**config.mk**
```make
export PLATFORM = sky130hd
export DESIGN_NAME = urna_module
export DESIGN_NICKNAME = d
export VERILOG_FILES = /design/src/rtl/urna_module.sv
export SDC_FILE = /design/constraint.sdc
export NUM_CORES = 1
export LEC_CHECK = 0
export ABC_CLOCK_PERIOD_IN_PS = 6300
export CAP_MARGIN = 25
export CORE_MARGIN = 4
export CORE_UTILIZATION = 55
export CTS_BUF_LIST = sky130_fd_sc_hd__clkbuf_8
export CTS_CLUSTER_DIAMETER = 120
export CTS_CLUSTER_SIZE = 25
export DETAILED_ROUTE_END_ITERATION = 10
export PLACE_DENSITY = 0.93
export SLEW_MARGIN = 20
export SYNTH_ARGS = -nofsm -noshare
export SYNTH_HDL_FRONTEND = slang
export SYNTH_SLANG_ARGS = --single-unit
export TNS_END_PERCENT = 20
```
**constraint.sdc**
```tcl
create_clock -name Clock -period 6.3 [get_ports Clock]
set_input_delay 1.89 -clock Clock [delete_from_list [all_inputs] [get_ports Clock]]
set_output_delay 1.89 -clock Clock [all_outputs]
set_load 0.01 [all_outputs]
```
**src/rtl/urna_module.sv**
```systemverilog
// Four-candidate ballot box: collects a 4-digit BCD code per ballot,
// tallies candidate or null votes, and freezes totals on Finish.
module urna_module #(
   parameter int unsigned CNT_W   = 8,
   parameter logic [15:0] CODE_C1 = 16'h3494,
   parameter logic [15:0] CODE_C2 = 16'h3485,
   parameter logic [15:0] CODE_C3 = 16'h3472,
   parameter logic [15:0] CODE_C4 = 16'h3504
) (
   input  logic             Clock,
   input  logic             Reset_n,
   input  logic [3:0]       Digit,
   input  logic             Valid,
   input  logic             Next,
   input  logic             Finish,
   output logic [CNT_W-1:0] C1,
   output logic [CNT_W-1:0] C2,
   output logic [CNT_W-1:0] C3,
   output logic [CNT_W-1:0] C4,
   output logic [CNT_W-1:0] Nulo,
   output logic             StatusValido,
   output logic             StatusNulo
);

   typedef enum logic [2:0] {
      D0     = 3'd0,
      D1     = 3'd1,
      D2     = 3'd2,
      D3     = 3'd3,
      DONE   = 3'd4,
      CLOSED = 3'd5
   } state_t;

   state_t      state;
   logic        valid_q;
   logic [15:0] code_buf;
   logic        accept;
   logic [15:0] full_code;

   // Saturating increment so totals never wrap.
   function automatic logic [CNT_W-1:0] sat_inc(input logic [CNT_W-1:0] v);
      return (&v) ? v : v + CNT_W'(1);
   endfunction

   // Digit accepted on the falling edge of the Valid strobe.
   assign accept    = valid_q & ~Valid;
   assign full_code = {code_buf[11:0], Digit};

   // Ballot FSM, digit buffer, counters and status flags.
   always_ff @(posedge Clock or negedge Reset_n) begin
      if (!Reset_n) begin
         state        <= D0;
         valid_q      <= 1'b0;
         code_buf     <= 16'h0000;
         C1           <= '0;
         C2           <= '0;
         C3           <= '0;
         C4           <= '0;
         Nulo         <= '0;
         StatusValido <= 1'b0;
         StatusNulo   <= 1'b0;
      end else begin
         valid_q <= Valid;
         if (state != CLOSED) begin
            if (Finish) begin
               // Closing mid-ballot counts the partial code as null.
               state <= CLOSED;
               if (state == D1 || state == D2 || state == D3) begin
                  Nulo         <= sat_inc(Nulo);
                  StatusNulo   <= 1'b1;
                  StatusValido <= 1'b0;
               end
            end else if (Next) begin
               state        <= D0;
               code_buf     <= 16'h0000;
               StatusValido <= 1'b0;
               StatusNulo   <= 1'b0;
            end else if (accept) begin
               case (state)
                  D0: begin
                     code_buf <= full_code;
                     state    <= D1;
                  end
                  D1: begin
                     code_buf <= full_code;
                     state    <= D2;
                  end
                  D2: begin
                     code_buf <= full_code;
                     state    <= D3;
                  end
                  D3: begin
                     code_buf     <= full_code;
                     state        <= DONE;
                     StatusValido <= 1'b1;
                     StatusNulo   <= 1'b0;
                     if (full_code == CODE_C1)      C1 <= sat_inc(C1);
                     else if (full_code == CODE_C2) C2 <= sat_inc(C2);
                     else if (full_code == CODE_C3) C3 <= sat_inc(C3);
                     else if (full_code == CODE_C4) C4 <= sat_inc(C4);
                     else begin
                        Nulo         <= sat_inc(Nulo);
                        StatusValido <= 1'b0;
                        StatusNulo   <= 1'b1;
                     end
                  end
                  default: ;
               endcase
            end
         end
      end
   end

endmodule

```
==> results of run 1 <==
-- worst reg2reg max path, cell delays in order (launching register included) --
cell and delay, ps:
dfrtp_1 390, nor4bb_1 540, nand4_1 280, o221ai_1 470, o21ai_1 290, nand3_1 180
xnor2_1 140
-- logic make-up after synthesis --
kind of cell	count (synthesis)	synth area share
AND/OR/NAND/NOR	102	0.219
flip-flops	58	0.516
AO/OA/AOI/OAI	37	0.0920
XOR/XNOR	36	0.112
buffers and inverters	17	0.0231
adder cells (fa/ha/maj)	5	0.0222
multiplexers	4	0.0160
-- sequential cells by signal (all words and copies together), names as in the netlist, 3 cells and up --
register,count
C4,8
Nulo,8
code_buf,12
C2,8
C1,8
C3,8
state,3
-- cell type report --
class	instances	area (um2)	share of cell area
sequential	58	1450	0.407
inverter	10	37.5	0.0105
multi-input combinational	184	1300	0.364
timing repair buffer	52	510	0.143
clock buffer	9	124	0.0347
clock inverter	7	62.6	0.0175
tap	67	83.8	0.0235
-- cell usage in the layout, fill, tap and decap left out, drive strengths merged, types with 3 or more instances in the layout --
cell	n
and2	3
nor2b	3
o41ai	8
clkbuf	10
clkdlybuf4s50	49
nor2	15
nand4	17
nand3	16
mux2	4
and3	5
xnor2	25
a21oi	5
inv	12
ha	5
nor3	6
dfrtp	58
nand2	17
xor2	11
o21ai	16
nor4bb	3
nand2b	3
nand3b	4
-- routing by layer --
layer  part of all wire  GRT usage  routed length [um]  up-vias
li1                   -          -                   -     1052
met1               0.41      0.245                2440     1054
met2               0.51      0.337                3040       76
met3              0.056     0.0621                 336       15
met4              0.028      0.110                 169        0
met5                  0          0                   0        -
-- how the worst min path moves through the flow --
stage	end	cells past startpoint
after floorplan	code_buf[9]	2
after global placement	C3[6]	1
after detailed placement	StatusValido	1
after CTS	StatusValido	1
after global routing	C4[7]	1
final	C3[6]	1
-- power by group --
part           internal (mW)  total [mW]  switching [mW]  leakage, nW
logic                 0.0215      0.0509          0.0294        0.667
registers              0.385       0.396          0.0111        0.772
clock network          0.178       0.321           0.144       0.0976
==> impl_metrics.json, run 1 <==
{
  "status": "finished, final reports clean",
  "crit_arrival_ps": 4290,
  "ys.flop_type": "dfrtp_1",
  "track_usage": 0.207,
  "setup_viol": 0,
  "synth_top_area_share": 0.516,
  "ant_nets": 0,
  "period_needed_ps": 4070,
  "grt_setup_unrepaired": "false",
  "io_pins": 51,
  "fmax_ghz": 0.246,
  "synth-seq-cells": 58,
  "final_nets": 329,
  "worstHoldStart": "C3[6]",
  "cts-hold-fix-buffers": 0,
  "stdcell_count": 387,
  "min_path_type": "register to register",
  "grt_max_degree": 59,
  "yosys-top-cells-area": "dfrtp_1 (52%), xnor2_1 (7.8%), nand4_1 (3.6%), xor2_1 (3.4%), nand3_1 (2.8%)",
  "cp-start-kind": "primary input",
  "placed_cell_area_um2": 3370,
  "peakVddDrop_uv": 247,
  "wl_um": 5980,
  "detail_route.iter0.violations": 106,
  "yosysUniqueCellTypes": 43,
  "power.total_mw": 0.768,
  "cp.depth": 6,
  "finalClockSkew_ps": 8.51,
  "tightestPinTransition_ps": 779,
  "grt_pass1_wl_um": 10000,
  "die_area_um2": 6330,
  "r2r_start": "code_buf[10]",
  "synthTopCellsByCount": "dfrtp_1 (58), xnor2_1 (25), nand2_1 (17)",
  "path_cells": "clkdlybuf4s50_1 -> nor2_1 -> nand4_4 -> or3_4 -> nor2_2 -> mux2_2",
  "cts.clk_slew.worst_paths_ps": 60,
  "cts_made_buffers": 9,
  "synth_cells": 259,
  "placedCellCount": 370,
  "crit_type": "primary input to register",
  "setup_ws_ps": 2230,
  "routedWlPerCell_um": 15.4,
  "tritoncts": "done",
  "area_growth_pct": 26.8,
  "utilization": 0.736,
  "syn_area_per_cell_um2": 10.9,
  "seq_area_frac_synth": 0.516,
  "syn-cell-area_um2": 2820,
  "rows": 25,
  "setup-tns-final_ps": 0,
  "coreArea_um2": 4850,
  "syn_nets": 273,
  "pre_cts_slack_ps": 1940,
  "fp.dieW_um": 79.5,
  "slew_headroom": 0.479,
  "via_per_inst": 5.68,
  "endpoint_kind": "register",
  "p_per_area_nw_per_um2": 215,
  "post-synth-top-count-cell": "dfrtp_1",
  "final_area_um2": 3570,
  "worstSkewPairLatency_ps": 340,
  "numPortBuffers": 50,
  "post_cts_resize_count": 0,
  "synth_edf_count": 0,
  "grt_pass1_vias": 2118,
  "drc": 0,
  "hold_viol": 0,
  "dp_hpwl_um": 4210,
  "maxCapViolations": 0,
  "critical_path.slowest_cell": "clkdlybuf4s50_1",
  "cp_slowest_stage_delay_ps": 810,
  "ys_warn_count": 0,
  "overflow": 0,
  "p_leak_nw": 1.54,
  "critPathCapture": "C1[1]",
  "cts.sinks": 58,
  "r2r_slack_ps": 3920,
  "dr.pass1.iters": 4,
  "final_layout_size_suffix_gt1_frac": 0.100,
  "post-cts-setup-buffer-count": 0,
  "clockRootBuffer": "clkbuf_8",
  "fin_crit_sh": 0.645,
  "rr_worst_depth": 6,
  "htreeDepth": 3,
  "yosysTopAreaCell": "dfrtp_1",
  "worstReg2RegEnd": "Nulo[7]",
  "crit_fanout": 26,
  "path_buf_inv": 1,
  "num_antenna_cells": 0,
  "cpLargestDelayFamily": "simple AND/OR/NAND/NOR gates",
  "final.fill_count": 337,
  "num_vias": 2197,
  "async_flop_share": 1.00,
  "initial_core_util": 0.581,
  "fin_hold_ws_ps": 494,
  "critPathRequiredTime_ps": 6520,
  "crit_start": "Finish",
  "finalMaxSlewViolations": 0,
  "grt_antenna_before_repair": 0,
  "place_congestion": 0.861,
  "die_y_um": 79.5,
  "clockBufferDepth": 2
}
(Power assumes the default switching activity.)
==> run 2: changes to the inputs <==
--- a/config.mk
+++ b/config.mk
@@ -5,15 +5,15 @@
 export SDC_FILE = /design/constraint.sdc
 export NUM_CORES = 1
 export LEC_CHECK = 0
-export ABC_CLOCK_PERIOD_IN_PS = 6300
+export ABC_CLOCK_PERIOD_IN_PS = 3300
 export CAP_MARGIN = 25
 export CORE_MARGIN = 4
-export CORE_UTILIZATION = 55
+export CORE_UTILIZATION = 49
 export CTS_BUF_LIST = sky130_fd_sc_hd__clkbuf_8
 export CTS_CLUSTER_DIAMETER = 120
 export CTS_CLUSTER_SIZE = 25
 export DETAILED_ROUTE_END_ITERATION = 10
-export PLACE_DENSITY = 0.93
+export PLACE_DENSITY = 0.88
 export SLEW_MARGIN = 20
 export SYNTH_ARGS = -nofsm -noshare
 export SYNTH_HDL_FRONTEND = slang
==> constraint.sdc (replaced) <==
create_clock -name Clock -period 3.3 [get_ports Clock]
set_input_delay 0.99 -clock Clock [delete_from_list [all_inputs] [get_ports Clock]]
set_output_delay 0.99 -clock Clock [all_outputs]
set_load 0.01 [all_outputs]
==> run 2 against run 1 <==
  * Flip-flop and latch count unchanged
  * Register-to-register slack worse by 2800 ps
  * Critical path depth unchanged
  * Worst setup slack worse by 1800 ps
  * Count of clock-buffer cells in the layout unchanged
  * Sequential power up 91%
  * Sequential share of layout area down 0.65 points
  * Clock power up 92%
  * Largest cell class unchanged
==> impl_metrics.json, run 2 (same netlist as run 1, synthesis figures left out) <==
{
  "status": "finished, final reports clean",
  "place_congestion": 0.831,
  "min_path_type": "register to register",
  "grt_setup_unrepaired": "false",
  "final_nets": 336,
  "htreeDepth": 3,
  "cpLargestDelayFamily": "simple AND/OR/NAND/NOR gates",
  "coreArea_um2": 5540,
  "grt_max_degree": 33,
  "largest_reg_flops": 12,
  "clockRootBuffer": "clkbuf_8",
  "tightestPinTransition_ps": 722,
  "initial_core_util": 0.508,
  "ant_nets": 0,
  "power.total_mw": 1.48,
  "fp.dieW_um": 83.8,
  "utilization": 0.654,
  "via_per_inst": 5.58,
  "critical_path.slowest_cell": "clkdlybuf4s50_1",
  "period_needed_ps": 2880,
  "grt_antenna_before_repair": 0,
  "final_area_um2": 3630,
  "cts.clk_slew.worst_paths_ps": 70,
  "setup_viol": 0,
  "path_buf_inv": 1,
  "grt_pass1_wl_um": 10500,
  "peakVddDrop_uv": 293,
  "fin_hold_ws_ps": 485,
  "critPathRequiredTime_ps": 3520,
  "tritoncts": "done",
  "regMostFlops": "code_buf",
  "placed_cell_area_um2": 3430,
  "p_leak_nw": 1.57,
  "multi_input_area_um2": 1300,
  "num_antenna_cells": 0,
  "finalMaxSlewViolations": 0,
  "io_pins": 51,
  "fin_crit_sh": 0.872,
  "cp_slowest_stage_delay_ps": 450,
  "setup_ws_ps": 423,
  "grt_pass1_vias": 2260,
  "clockBufferDepth": 2,
  "die_y_um": 83.8,
  "drc": 0,
  "layout_common_cells": "dfrtp_1 (58), clkdlybuf4s50_1 (49), xnor2_1 (25), nand2_1 (17)",
  "cts_made_buffers": 9,
  "overflow": 0,
  "setup-tns-final_ps": 0,
  "area_growth_pct": 28.8,
  "placedCellCount": 382,
  "final.fill_count": 412,
  "final_layout_size_suffix_gt1_frac": 0.122,
  "detail_route.iter0.violations": 103,
  "wl_um": 5990,
  "dr.pass1.iters": 7,
  "post_cts_resize_count": 0,
  "cp-start-kind": "primary input",
  "slew_headroom": 0.519,
  "p_per_area_nw_per_um2": 407,
  "crit_type": "primary input to register",
  "worstSkewPairLatency_ps": 330,
  "post-cts-setup-buffer-count": 0,
  "routedWlPerCell_um": 15.0,
  "track_usage": 0.185,
  "maxCapViolations": 0,
  "num_vias": 2227,
  "crit_fanout": 5,
  "rows": 27,
  "crit_arrival_ps": 3100,
  "stdcell_count": 399,
  "fmax_ghz": 0.348,
  "endpoint_kind": "register",
  "pre_cts_slack_ps": 72.9,
  "cts-hold-fix-buffers": 0,
  "dp_hpwl_um": 4320,
  "numPortBuffers": 50,
  "final_common_cell": "dfrtp_1",
  "die_area_um2": 7020,
  "path_cells": "clkdlybuf4s50_1 -> nor4b_1 -> nand4_1 -> or3_4 -> nor2_2 -> mux2_2",
  "seq_area_um2": 1450,
  "hold_viol": 0,
  "finalClockSkew_ps": 8.19,
  "cts.sinks": 58
}
==> run 2: cell types whose count changed in the layout (fill, tap and decap cells not counted), sizes merged <==
cell      change
buf           +7
inv           -1
clkinvlp      -1
clkinv        +2
==> run 2: layout make-up <==
cell class,instances,share of cell area
timing repair buffer,59,0.155
tap,72,0.0248
clock inverter,7,0.0169
clock buffer,9,0.0342
sequential,58,0.400
multi-input combinational,184,0.358
inverter,10,0.0104
==> run 2: worst paths after layout <==
path / startpoint / end / slack, ps / depth (start not counted)
worst max-delay path: Digit[1] / C1[1] / 420 / 6
worst min-delay path: C1[3] / C1[3] / 480 / 1
worst max register to register: code_buf[11] / C1[1] / 1130 / 5
worst min register to register: C1[3] / C1[3] / 480 / 1
max in group asynchronous: Reset_n / C2[3] / 1890 / 2
min in group asynchronous: Reset_n / C2[7] / 710 / 1
==> run 2: power breakdown <==
part           leakage, nW  internal, mW  total [mW]  switching [mW]
Combinational        0.703        0.0433       0.102          0.0588
Clock                0.100         0.340       0.617           0.277
Sequential           0.772         0.734       0.756          0.0218
Total                 1.57          1.12        1.48           0.358
==> run 2: metal layers <==
metal / up-vias / routed length [um] / global-route usage
met2: 56 / 2990 / 0.309
met1: 1093 / 2630 / 0.227
met3: 15 / 229 / 0.0355
met4: 0 / 134 / 0.0906
li1: 1063 / - / -
met5: - / 0 / 0
